===== src/rtl/cla_result_accumulator.sv =====
// rtl/cla_result_accumulator.sv - sums COUNT adder results per block and hands off the block total
//
// Purpose
//   Takes one carry-lookahead adder result per valid/ready beat.
//   Adds COUNT results into a wide accumulator.
//   Presents the block total downstream and holds it until it is accepted.
//
// Ports
//   i_clk       in   1          clock, rising edge
//   i_rst_n     in   1          asynchronous active-low reset
//   i_valid     in   1          upstream result valid
//   o_ready     out  1          block can accept a result (ACCUM state)
//   i_result    in   WIDTH+1    adder result {carry, sum}, unsigned
//   i_clear     in   1          synchronous abort of partial or held block
//   o_valid     out  1          block total available (HOLD state)
//   i_ready     in   1          downstream accepts the total
//   o_sum       out  ACC_WIDTH  accumulator / block total
//   o_count     out  CNT_WIDTH  results accepted in current block
//   o_overflow  out  1          sticky accumulator wrap flag for current block

module cla_result_accumulator #(
    parameter int WIDTH     = 14,
    parameter int COUNT     = 8,
    parameter int CNT_WIDTH = 4,
    parameter int ACC_WIDTH = 18
) (
    input  logic                 i_clk,
    input  logic                 i_rst_n,
    input  logic                 i_valid,
    output logic                 o_ready,
    input  logic [WIDTH:0]       i_result,
    input  logic                 i_clear,
    output logic                 o_valid,
    input  logic                 i_ready,
    output logic [ACC_WIDTH-1:0] o_sum,
    output logic [CNT_WIDTH-1:0] o_count,
    output logic                 o_overflow
);

    typedef enum logic {
        ST_ACCUM = 1'b0,
        ST_HOLD  = 1'b1
    } state_t;

    state_t                 state_q, state_d;
    logic [ACC_WIDTH-1:0]   acc_q, acc_d;
    logic [CNT_WIDTH-1:0]   cnt_q, cnt_d;
    logic                   ovf_q, ovf_d;

    logic                   accept;
    logic                   emit;
    logic                   last_beat;
    // One extra bit so the carry out of the accumulator MSB is visible.
    logic [ACC_WIDTH:0]     add_sum;

    assign accept    = i_valid && (state_q == ST_ACCUM);
    assign emit      = i_ready && (state_q == ST_HOLD);
    assign last_beat = (cnt_q == CNT_WIDTH'(COUNT - 1));
    assign add_sum   = {1'b0, acc_q} + {{(ACC_WIDTH - WIDTH){1'b0}}, i_result};

    always_comb begin
        state_d = state_q;
        acc_d   = acc_q;
        cnt_d   = cnt_q;
        ovf_d   = ovf_q;
        // Clear outranks both the input accept and the output handshake.
        if (i_clear) begin
            state_d = ST_ACCUM;
            acc_d   = '0;
            cnt_d   = '0;
            ovf_d   = 1'b0;
        end else if (accept) begin
            acc_d = add_sum[ACC_WIDTH-1:0];
            cnt_d = cnt_q + CNT_WIDTH'(1);
            ovf_d = ovf_q | add_sum[ACC_WIDTH];
            if (last_beat) begin
                state_d = ST_HOLD;
            end
        end else if (emit) begin
            state_d = ST_ACCUM;
            acc_d   = '0;
            cnt_d   = '0;
            ovf_d   = 1'b0;
        end
    end

    always_ff @(posedge i_clk or negedge i_rst_n) begin
        if (!i_rst_n) begin
            state_q <= ST_ACCUM;
            acc_q   <= '0;
            cnt_q   <= '0;
            ovf_q   <= 1'b0;
        end else begin
            state_q <= state_d;
            acc_q   <= acc_d;
            cnt_q   <= cnt_d;
            ovf_q   <= ovf_d;
        end
    end

    // Handshake outputs decode registered state only, so they never depend on inputs.
    assign o_ready    = (state_q == ST_ACCUM);
    assign o_valid    = (state_q == ST_HOLD);
    assign o_sum      = acc_q;
    assign o_count    = cnt_q;
    assign o_overflow = ovf_q;

endmodule


===== config.mk =====
export PLATFORM = sky130hd
export DESIGN_NAME = cla_result_accumulator
export DESIGN_NICKNAME = d
export VERILOG_FILES = /design/src/rtl/cla_result_accumulator.sv
export SDC_FILE = /design/constraint.sdc
export NUM_CORES = 1
export LEC_CHECK = 0
export BUFFER_PORTS_ARGS = -buffer_cell sky130_fd_sc_hd__buf_2
export CAP_MARGIN = 20
export CORE_ASPECT_RATIO = 1.2
export CORE_MARGIN = 10
export CORE_UTILIZATION = 46
export DETAILED_ROUTE_END_ITERATION = 8
export PLACE_DENSITY_LB_ADDON = 0.12
export SLEW_MARGIN = 5
export SYNTH_ARGS = -nofsm -noshare
export SYNTH_HDL_FRONTEND = slang
export SYNTH_SLANG_ARGS = --single-unit
export TNS_END_PERCENT = 1

===== constraint.sdc =====
create_clock -name i_clk -period 5.3 [get_ports i_clk]
set_clock_uncertainty 0.1 [all_clocks]
set_input_delay 0 -clock i_clk [delete_from_list [all_inputs] [get_ports i_clk]]
set_output_delay 0 -clock i_clk [all_outputs]
set_load 0.005 [all_outputs]

# Yosys cells after proc, flatten, opt, wreduce, memory -nomap -nowiden
# Index checks and enable logic that the tools add are counted.
dict set report word_totals {
  regBits 24
  latch_bits 0
  ramBits 0
  mem_bits_ro 0
  input_bits 20
  out_inout_bits 25
  elab_cells 26
  memories 0
}
dict set report classes {
  add_sub_neg 2
  n_mul 0
  n_div 0
  n_lt_le_gt_ge 0
  eq_ne 2
  shift 0
  mux 12
  n_bitwise 2
  reduce_logical 4
}
# operator count
set op_table {}
lappend op_table {{18-bit two-way mux} 3}
lappend op_table {{18-bit by 15-bit adder with 19-bit output} 1}
lappend op_table {{4-bit two-way mux} 3}
lappend op_table {{1-bit two-way mux} 6}
lappend op_table {{4-bit by 1-bit adder with 4-bit output, second input constant} 1}
lappend op_table {{4-bit by 3-bit == test with 1-bit output, second input constant} 1}
lappend op_table {{3-bit by 2-bit inequality test with 1-bit output, second input constant} 1}
lappend op_table {{3-bit nonzero test} 1}
lappend op_table {{1-bit logical AND} 2}
lappend op_table {{2-bit AND reduction} 1}
lappend op_table {{1-bit inverter} 1}
lappend op_table {{1-bit OR} 1}

# Longest topological paths before layout
# Gate-level depths: netlist (run 1).
dict set report depth {
  depth_word 4
  ltp_mapped 9
  mapped_depth_nobuf 9
}

# Worst setup path after synthesis (run 1)
# No wires, ideal clock.
dict set report synth_timing {
  kind {register to register}
  startpoint {reg acc_q[0] (netlist: o_sum[0])}
  endpoint {reg acc_q[16] (netlist: o_sum[16])}
  setup_ns 0.133
  arrival_time_ns 1.995
  required_time_ns 5.067
  path_slack_ns 3.072
  path_stages_with_launch 10
  n_path_buf 0
  period_less_slack_ns 2.228
  path_cell_list {dfrtp_1 ha_1 inv_1 fa_1 and2b_1 o31ai_2 a211o_1 a21oi_1 o21a_1 o211ai_1}
}
dict set report synth_via {
  elab_chain_len 3
}
# item line_no
set synth_rtl {}
lappend synth_rtl {{start: declaration} 46} ;# logic [ACC_WIDTH-1:0] acc_q, acc_d;
lappend synth_rtl {{start signal: assignment} 90} ;# acc_q <= '0;
lappend synth_rtl {{start signal: assignment} 95} ;# acc_q <= acc_d;
lappend synth_rtl {{18-bit by 15-bit adder with 19-bit output} 59} ;# assign add_sum = {1'b0, acc_q} + {{(ACC_WIDTH - WIDTH){1'b0}}, i_result};
lappend synth_rtl {{18-bit two-way mux} 72} ;# end else if (accept) begin
lappend synth_rtl {{18-bit two-way mux} 67} ;# if (i_clear) begin
# Every way passes these cells.
# A chain may end at the register's enable or synchronous reset.

# Worst setup path in the final report (run 1)
# Same ends and word-level chain as after synthesis.

==> results of run 1 <==
==> per-stage QoR <==
step | setup slack (ps) | hold slack (ps) | area [sq um] | total power [uW] | cells
floorplan | 3070 | -396 | 1700 | 366 | 189
global placement | 2990 | -64.5 | 1950 | 426 | 268
detailed placement | 2940 | -70.3 | 1950 | 428 | 268
CTS | 2900 | 39.4 | 2060 | 602 | 276
global route | 2770 | 39.8 | 2060 | 634 | 276
finish | 2940 | 59.4 | 2060 | 594 | 276
==> how the worst max path moves through the flow <==
stage / start / to / depth (start not counted)
global route: o_sum[0]$_DFFE_PN0P_ / o_sum[16]$_DFFE_PN0P_ / 9
global placement: o_sum[0]$_DFFE_PN0P_ / o_sum[16]$_DFFE_PN0P_ / 9
detailed placement: o_sum[0]$_DFFE_PN0P_ / o_sum[16]$_DFFE_PN0P_ / 9
floorplan: o_sum[0]$_DFFE_PN0P_ / o_sum[16]$_DFFE_PN0P_ / 9
finish: o_sum[0]$_DFFE_PN0P_ / o_sum[16]$_DFFE_PN0P_ / 9
CTS: o_sum[0]$_DFFE_PN0P_ / o_sum[16]$_DFFE_PN0P_ / 9
==> sequential cells by signal, summed over array words and instances (netlist names) <==
name and cells:
o_valid 1, o_sum 18, o_count 4, o_overflow 1
==> critical path: stages, from the launching register on <==
cell                       delay, ps
sky130_fd_sc_hd__dfrtp_1         380
sky130_fd_sc_hd__ha_1            210
sky130_fd_sc_hd__inv_1            70
sky130_fd_sc_hd__fa_1            390
sky130_fd_sc_hd__and2b_1         240
sky130_fd_sc_hd__o31ai_2          90
sky130_fd_sc_hd__a211o_1         300
sky130_fd_sc_hd__a21oi_1         220
sky130_fd_sc_hd__o21a_1          160
sky130_fd_sc_hd__o211ai_1         90
==> layer usage <==
metal	up-vias	routed length [microns]
li1	786	-
met1	730	1880
met2	40	2070
met3	7	275
met4	0	72
met5	-	0
==> power breakdown <==
group          total (uW)  switching (uW)  leakage [uW]  internal (uW)
registers             217            15.4      0.000323            201
logic                 209             118      0.000636           91.5
clock network         168            66.4     0.0000357            101
==> cells by family after synthesis <==
family                   count (synthesis)  share of synthesized area [%]
buffers and inverters                    8                           1.77
adder cells (fa/ha/maj)                 17                           13.0
XOR/XNOR                                12                           6.19
AND/OR/NAND/NOR                         56                           15.3
flip-flops                              24                           35.4
AO/OA/AOI/OAI                           72                           28.4
==> placed cells by master (no fill, tap or decap), types with 4 or more instances in the layout <==
cell	Yosys	layout
sky130_fd_sc_hd__nor2_1	15	15
sky130_fd_sc_hd__dlygate4sd3_1	0	4
sky130_fd_sc_hd__xor2_1	8	8
sky130_fd_sc_hd__dfrtp_1	24	24
sky130_fd_sc_hd__a21oi_1	18	18
sky130_fd_sc_hd__inv_1	4	4
sky130_fd_sc_hd__xnor2_1	4	4
sky130_fd_sc_hd__nand2_1	26	26
sky130_fd_sc_hd__o21ai_1	5	5
sky130_fd_sc_hd__o21ai_0	20	20
sky130_fd_sc_hd__buf_2	0	44
sky130_fd_sc_hd__a22o_1	5	5
sky130_fd_sc_hd__ha_1	16	16
==> timing repair <==
item / 4_1_cts / 5_1_grt
setup buffers: 0 / 0
hold buffers: 4 / 0
endpoints found under the hold margin: 26 / 0
==> area by class of cell <==
class,count,share of cell area (%)
clock buffer,3,2.00
sequential,24,29.1
inverter,4,0.728
timing repair buffer,48,12.6
tap,39,2.37
clock inverter,1,1.46
multi-input combinational,157,51.7
==> results.md, run 1 <==
• **IR drop worst, VDD** 136 uV
• **slack of the worst reg-to-reg path** 2940 ps
• **number of antenna violations at the first check in global routing** 0
• **TritonCTS clock tree** built
• **# port buffers** 44
• **CTS clk-pin slew, worst paths** 90 ps
• **vias in the first global route** 1605
• **Max Clk Rate** 0.423 GHz
• **clock sink count** 24
• **number of distinct library cells after synthesis** 39
• **relative slew slack** 43.8%
• **total overflow reported by the global router** 0
• **worst-case clock buffer depth** 2
• **area taken by flip-flops and latches** 601 sq um
• **synthesized netlist cell count** 189
• **ranking of synthesized cells by area** sky130_fd_sc_hd__dfrtp_1 35%, sky130_fd_sc_hd__ha_1 12%, sky130_fd_sc_hd__o21ai_0 5.9%
• **detailed placement HPWL** 3.20 mm
• **total detailed-routing wirelength** 4.30 mm
• **start point of the worst min-delay path** i_ready
• **area growth from synthesis to final layout** 21.5%
• **launch point of the worst reg-to-reg path** o_sum[0]$_DFFE_PN0P_
• **count of filler cells inserted in the layout** 346
• **data required time of the critical path** 5360 ps
• **number of nets in the layout** 275
• **run status** complete, no violations
• **global-route wire length before repair** 7.08 mm
• **cell depth of the worst hold path** 3
• **top cells by count, synth** 26 x sky130_fd_sc_hd__nand2_1, 24 x sky130_fd_sc_hd__dfrtp_1, 20 x sky130_fd_sc_hd__o21ai_0
• **shortest clock period the worst path allows after layout** 2360 ps
• **share of async-settable or async-resettable flops after synthesis** 100%
• **slew at the pin closest to its max-slew limit** 844 ps
• **number of detailed-route iterations in the first pass** 4
• **met2 Resource Use GR** 22.0%
• **horizontal die dimension** 75.5 microns
• **largest net degree at the start of global routing** 25
• **Die Outline Area** 0.00653 sq mm
• **path class of the lowest-slack min-delay path** in2reg
• **boundary pin count** 45
• **count of nets left with antenna violations after detail routing** 0
• **Global Route met3 Usage** 3.43%
• **GR Util All Layers** 13.4%
• **count of yosys warnings during synthesis** 0
• **final cell utilization of the core** 57.3%
• **Static Leakage** 0.000995 uW
• **clock latency on the worst-skew pair** 280 ps
• **Antenna Diode Count** 0
• **post-route clock period utilization** 44.6%
• **Max Fanout on Critical Path** 4
• **register bit count reported by yosys** 24
• **top-count cell post-synth** sky130_fd_sc_hd__nand2_1
• **end point of the most critical hold path** o_overflow$_DFFE_PN0P_
• **arrival time at the worst endpoint** 2420 ps
• **Inserted Clock Buffers** 3
• **multi-input combinational cell area** 0.00107 sq mm
• **CP Class** reg2reg
• **starting density of the core** 47.1%
• **clock tree root driver cell** sky130_fd_sc_hd__clkbuf_8
• **Synth Net Count** 226
• **y dimension of the die** 86.6 microns
• **via count** 1563
• **max-slew violation count** 0
• **top flip-flop cell by instance count after synthesis** sky130_fd_sc_hd__dfrtp_1
• **placement row count** 24
• **r2r worst-path depth** 9
• **power per cell area** 288 mW/mm^2
• **drt first-iter violations** 79
• **cell taking the most area after synthesis** sky130_fd_sc_hd__dfrtp_1
• **fraction of synthesized cell area taken by the top area cell type** 35.4%
• **Total Negative Setup Slacks** 0 ps
• **Critical Path Sink Type** flip-flop
• **sequential element share of the synthesized area** 35.4%
• **average vias per placed instance** 5.66
• **Final setup viols** 0
• **post-synthesis average cell area** 8.98 sq um
• **Reg-to-Reg End** o_sum[16]$_DFFE_PN0P_
• **max-cap violations** 0
• **Resized cells post-CTS** 0
• **mean routed wirelength per cell** 15.6 microns
• **share of final-layout standard cells stronger than drive strength 1** 25.7%
• **M1 GR Usage** 16.4%
• **area of the core region** 0.00360 sq mm
• **number of design rule violations left after detail routing** 0
• **EDFF count, synth** 0
• **placer congestion estimate** 0.773
• **post-synth design cell area** 0.00170 sq mm
• **Final Hold Viols** 0
• **setup repair after global routing missed its margin** false
• **CTS H-Tree Depth** 1
• **layer with the highest usage** met2
• **Worst setup SP type** flip-flop
Note: power is estimated with default switching activity, not from simulation.
==> inputs of run 2 (changes only) <==
- clock period: 5.3 -> 2.3 ns (I/O delays scaled with it)
==> run 2 against run 1 <==
Effect of this change:
- count of clock-buffer cells in the layout did not move
- via count down 1.5%
- total power is 130% higher
- largest power group is now combinational cells
- fmax grew 4.2%
- die area stayed put
- cell area is 3.3% higher
- highest routed layer unchanged
- non-clock buffer count is 5 higher
- global-route usage up 0.26 points
- critical path depth did not move
- flip-flop and latch count unchanged
==> results.md, run 2 (same netlist as run 1, synthesis figures left out) <==
• **number of nets in the layout** 280, +1.8%
• **number of detailed-route iterations in the first pass** 4, unchanged
• **detailed placement HPWL** 3.23 mm, +1.0%
• **clock network fraction of total power** 27.3%, -0.9 points
• **share of final-layout standard cells stronger than drive strength 1** 29.8%, +4.0 points
• **most common cell after layout, fill and taps aside** sky130_fd_sc_hd__buf_2
• **Final setup viols** 0, unchanged
• **max-slew violation count** 0, unchanged
• **GR Util All Layers** 13.7%, +0.26 points
• **count of nets left with antenna violations after detail routing** 0, unchanged
• **arrival time at the worst endpoint** 2330 ps, -90 ps
• **Final Hold Viols** 0, unchanged
• **number of design rule violations left after detail routing** 0, unchanged
• **internal cell power** 925 uW, +130%
• **IR drop worst, VDD** 327 uV, +140%
• **boundary pin count** 45, unchanged
• **post-layout worst setup margin** 30.5 ps, -2900 ps
• **post-placement worst setup slack** -9.72 ps, -2950 ps
• **Static Leakage** 0.00102 uW, +2.4%
• **run status** complete, no violations
• **Critical Path Sink Type** flip-flop
• **sequential cell fraction of total power** 36.0%, -0.5 points
• **worst-case clock buffer depth** 2, unchanged
• **path class of the lowest-slack min-delay path** in2reg
• **Total Negative Setup Slacks** 0 ps, unchanged
• **slew at the pin closest to its max-slew limit** 549 ps, -294 ps
• **Worst setup SP type** flip-flop
• **placer congestion estimate** 0.776, +0.47%
• **clock latency on the worst-skew pair** 270 ps, about the same
• **met2 WL** 1.96 mm, -5.3%
• **launch point of the worst reg-to-reg path** o_sum[0]$_DFFE_PN0P_
• **y dimension of the die** 86.6 microns, unchanged
• **CTS clk-pin slew, worst paths** 90 ps, about the same
• **area of the core region** 0.00360 sq mm, unchanged
• **switching part of the total** 33.2%, -0.42 points
• **most frequent cells in the layout** 44 x sky130_fd_sc_hd__buf_2, 26 x sky130_fd_sc_hd__nand2_1, 24 x sky130_fd_sc_hd__dfrtp_1
• **switching power summed over all nets** 460 uW, +130%
• **max reg flops** 18, unchanged
• **clock tree root driver cell** sky130_fd_sc_hd__clkbuf_8
• **starting density of the core** 47.1%, unchanged
• **max-cap violations** 0, unchanged
• **mean routed wirelength per cell** 14.8 microns, -4.8%
• **total detailed-routing wirelength** 4.17 mm, -3.0%
• **total overflow reported by the global router** 0, unchanged
• **average vias per placed instance** 5.48, -3.3%
• **horizontal die dimension** 75.5 microns, unchanged
• **# port buffers** 44, unchanged
• **area growth from synthesis to final layout** 25.6%
• **shortest clock period the worst path allows after layout** 2270 ps, -95.4 ps
• **number of antenna violations at the first check in global routing** 0, unchanged
• **setup repair after global routing missed its margin** true
• **data required time of the critical path** 2360 ps, -3000 ps
• **start point of the worst min-delay path** i_ready
• **via count** 1539, -1.5%
• **Met1 Wirelength** 1.87 mm, -0.27%
• **CP Class** reg2reg
• **origin of the worst setup path** o_sum[0]$_DFFE_PN0P_
• **placement row count** 24, unchanged
• **relative slew slack** 63.4%, +20 points
• **Gate power share** 36.6%, +1.3 points
• **global-route wire length before repair** 7.29 mm, +2.9%
• **Inserted Clock Buffers** 3, unchanged
• **final cell utilization of the core** 59.2%, +1.9 points
• **Antenna Diode Count** 0, unchanged
• **CTS H-Tree Depth** 1, unchanged
• **vias in the first global route** 1597, -0.50%
• **largest net degree at the start of global routing** 25, unchanged
• **clock sink count** 24, unchanged
• **uppermost signal routing layer after detailed routing** met4
• **post-route clock period utilization** 98.7%, +54 points
• **TritonCTS clock tree** built
• **Max Fanout on Critical Path** 3, -1
• **Max Clk Rate** 0.441 GHz, +4.2%
• **drt first-iter violations** 83, +5.1%
• **power per cell area** 650 mW/mm^2, +130%
• **Met3 Wirelength** 277 microns, +0.73%
• **Die Outline Area** 0.00653 sq mm, unchanged
[run 2: cell count changes in the layout (fill, tap and decap cells not counted), sizes merged]
cell / before / now
buf: 44 / 49
[run 2: timing repair]
action | in CTS | in global routing
pin swaps | 0 | 5
endpoints found under the hold margin | 26 | 0
buffers inserted | 0 | 1
hold buffers | 4 | 0
gates cloned | 0 | 0
endpoints found under the setup margin | 2 | 11
resized for setup | 1 | 7
[run 2: stage by stage]
stage                     cells  hold slack [ps]  power [uW]  instance area (sq um)
after detailed placement    272            -71.4         993                   1980
after CTS                   280             40.5        1380                   2100
final                       281             45.0        1390                   2130
after floorplan             189             -396         842                   1700
after global placement      272            -70.3         991                   1980
after global routing        281             69.7        1480                   2130
[run 2: path summary, 6_finish.rpt]
check                                    endpoint  slack, ps  cells past startpoint
max                         o_sum[16]$_DFFE_PN0P_         30                      9
min                        o_overflow$_DFFE_PN0P_         50                      3
max reg2reg                 o_sum[16]$_DFFE_PN0P_         30                      9
min reg2reg                  o_sum[7]$_DFFE_PN0P_        410                      2
max in group asynchronous  o_count[3]$_DFFE_PN0P_       1600                      2
min in group asynchronous    o_sum[7]$_DFFE_PN0P_        140                      2
[run 2: power by group through the flow]
stage / Sequential (uW) / Combinational (uW) / Clock (uW)
finish: 499 / 508 / 379
global placement: 506 / 485 / 0
global route: 506 / 575 / 404
detailed placement: 509 / 485 / 0
CTS: 500 / 495 / 386
floorplan: 508 / 334 / 0
[run 2: final cells by class]
class,count,area [sq um]
well taps,39,48.8
fillers,338,1470
multi-input cells,157,1100
clock buffers,3,41.3
clock inverters,1,30.0
repair buffers,53,298
inverters,4,15.0
flip-flops and latches,24,601
[run 2: per-layer routing]
| metal | vias to the layer above | track usage, % |
|---|---|---|
| li1 | 801 | - |
| met1 | 696 | 17.8 |
| met2 | 37 | 21.9 |
| met3 | 5 | 3.09 |
| met4 | 0 | 4.06 |
| met5 | - | 0 |
[run 2: worst max-delay path, cell delays in order (launching register included)]
cell	delay (ps)
sky130_fd_sc_hd__dfrtp_1	360
sky130_fd_sc_hd__ha_2	180
sky130_fd_sc_hd__inv_1	50
sky130_fd_sc_hd__fa_2	340
sky130_fd_sc_hd__and2b_1	230
sky130_fd_sc_hd__o31ai_2	80
sky130_fd_sc_hd__a211o_1	360
sky130_fd_sc_hd__a21oi_2	200
sky130_fd_sc_hd__o21a_1	170
sky130_fd_sc_hd__o211ai_1	90
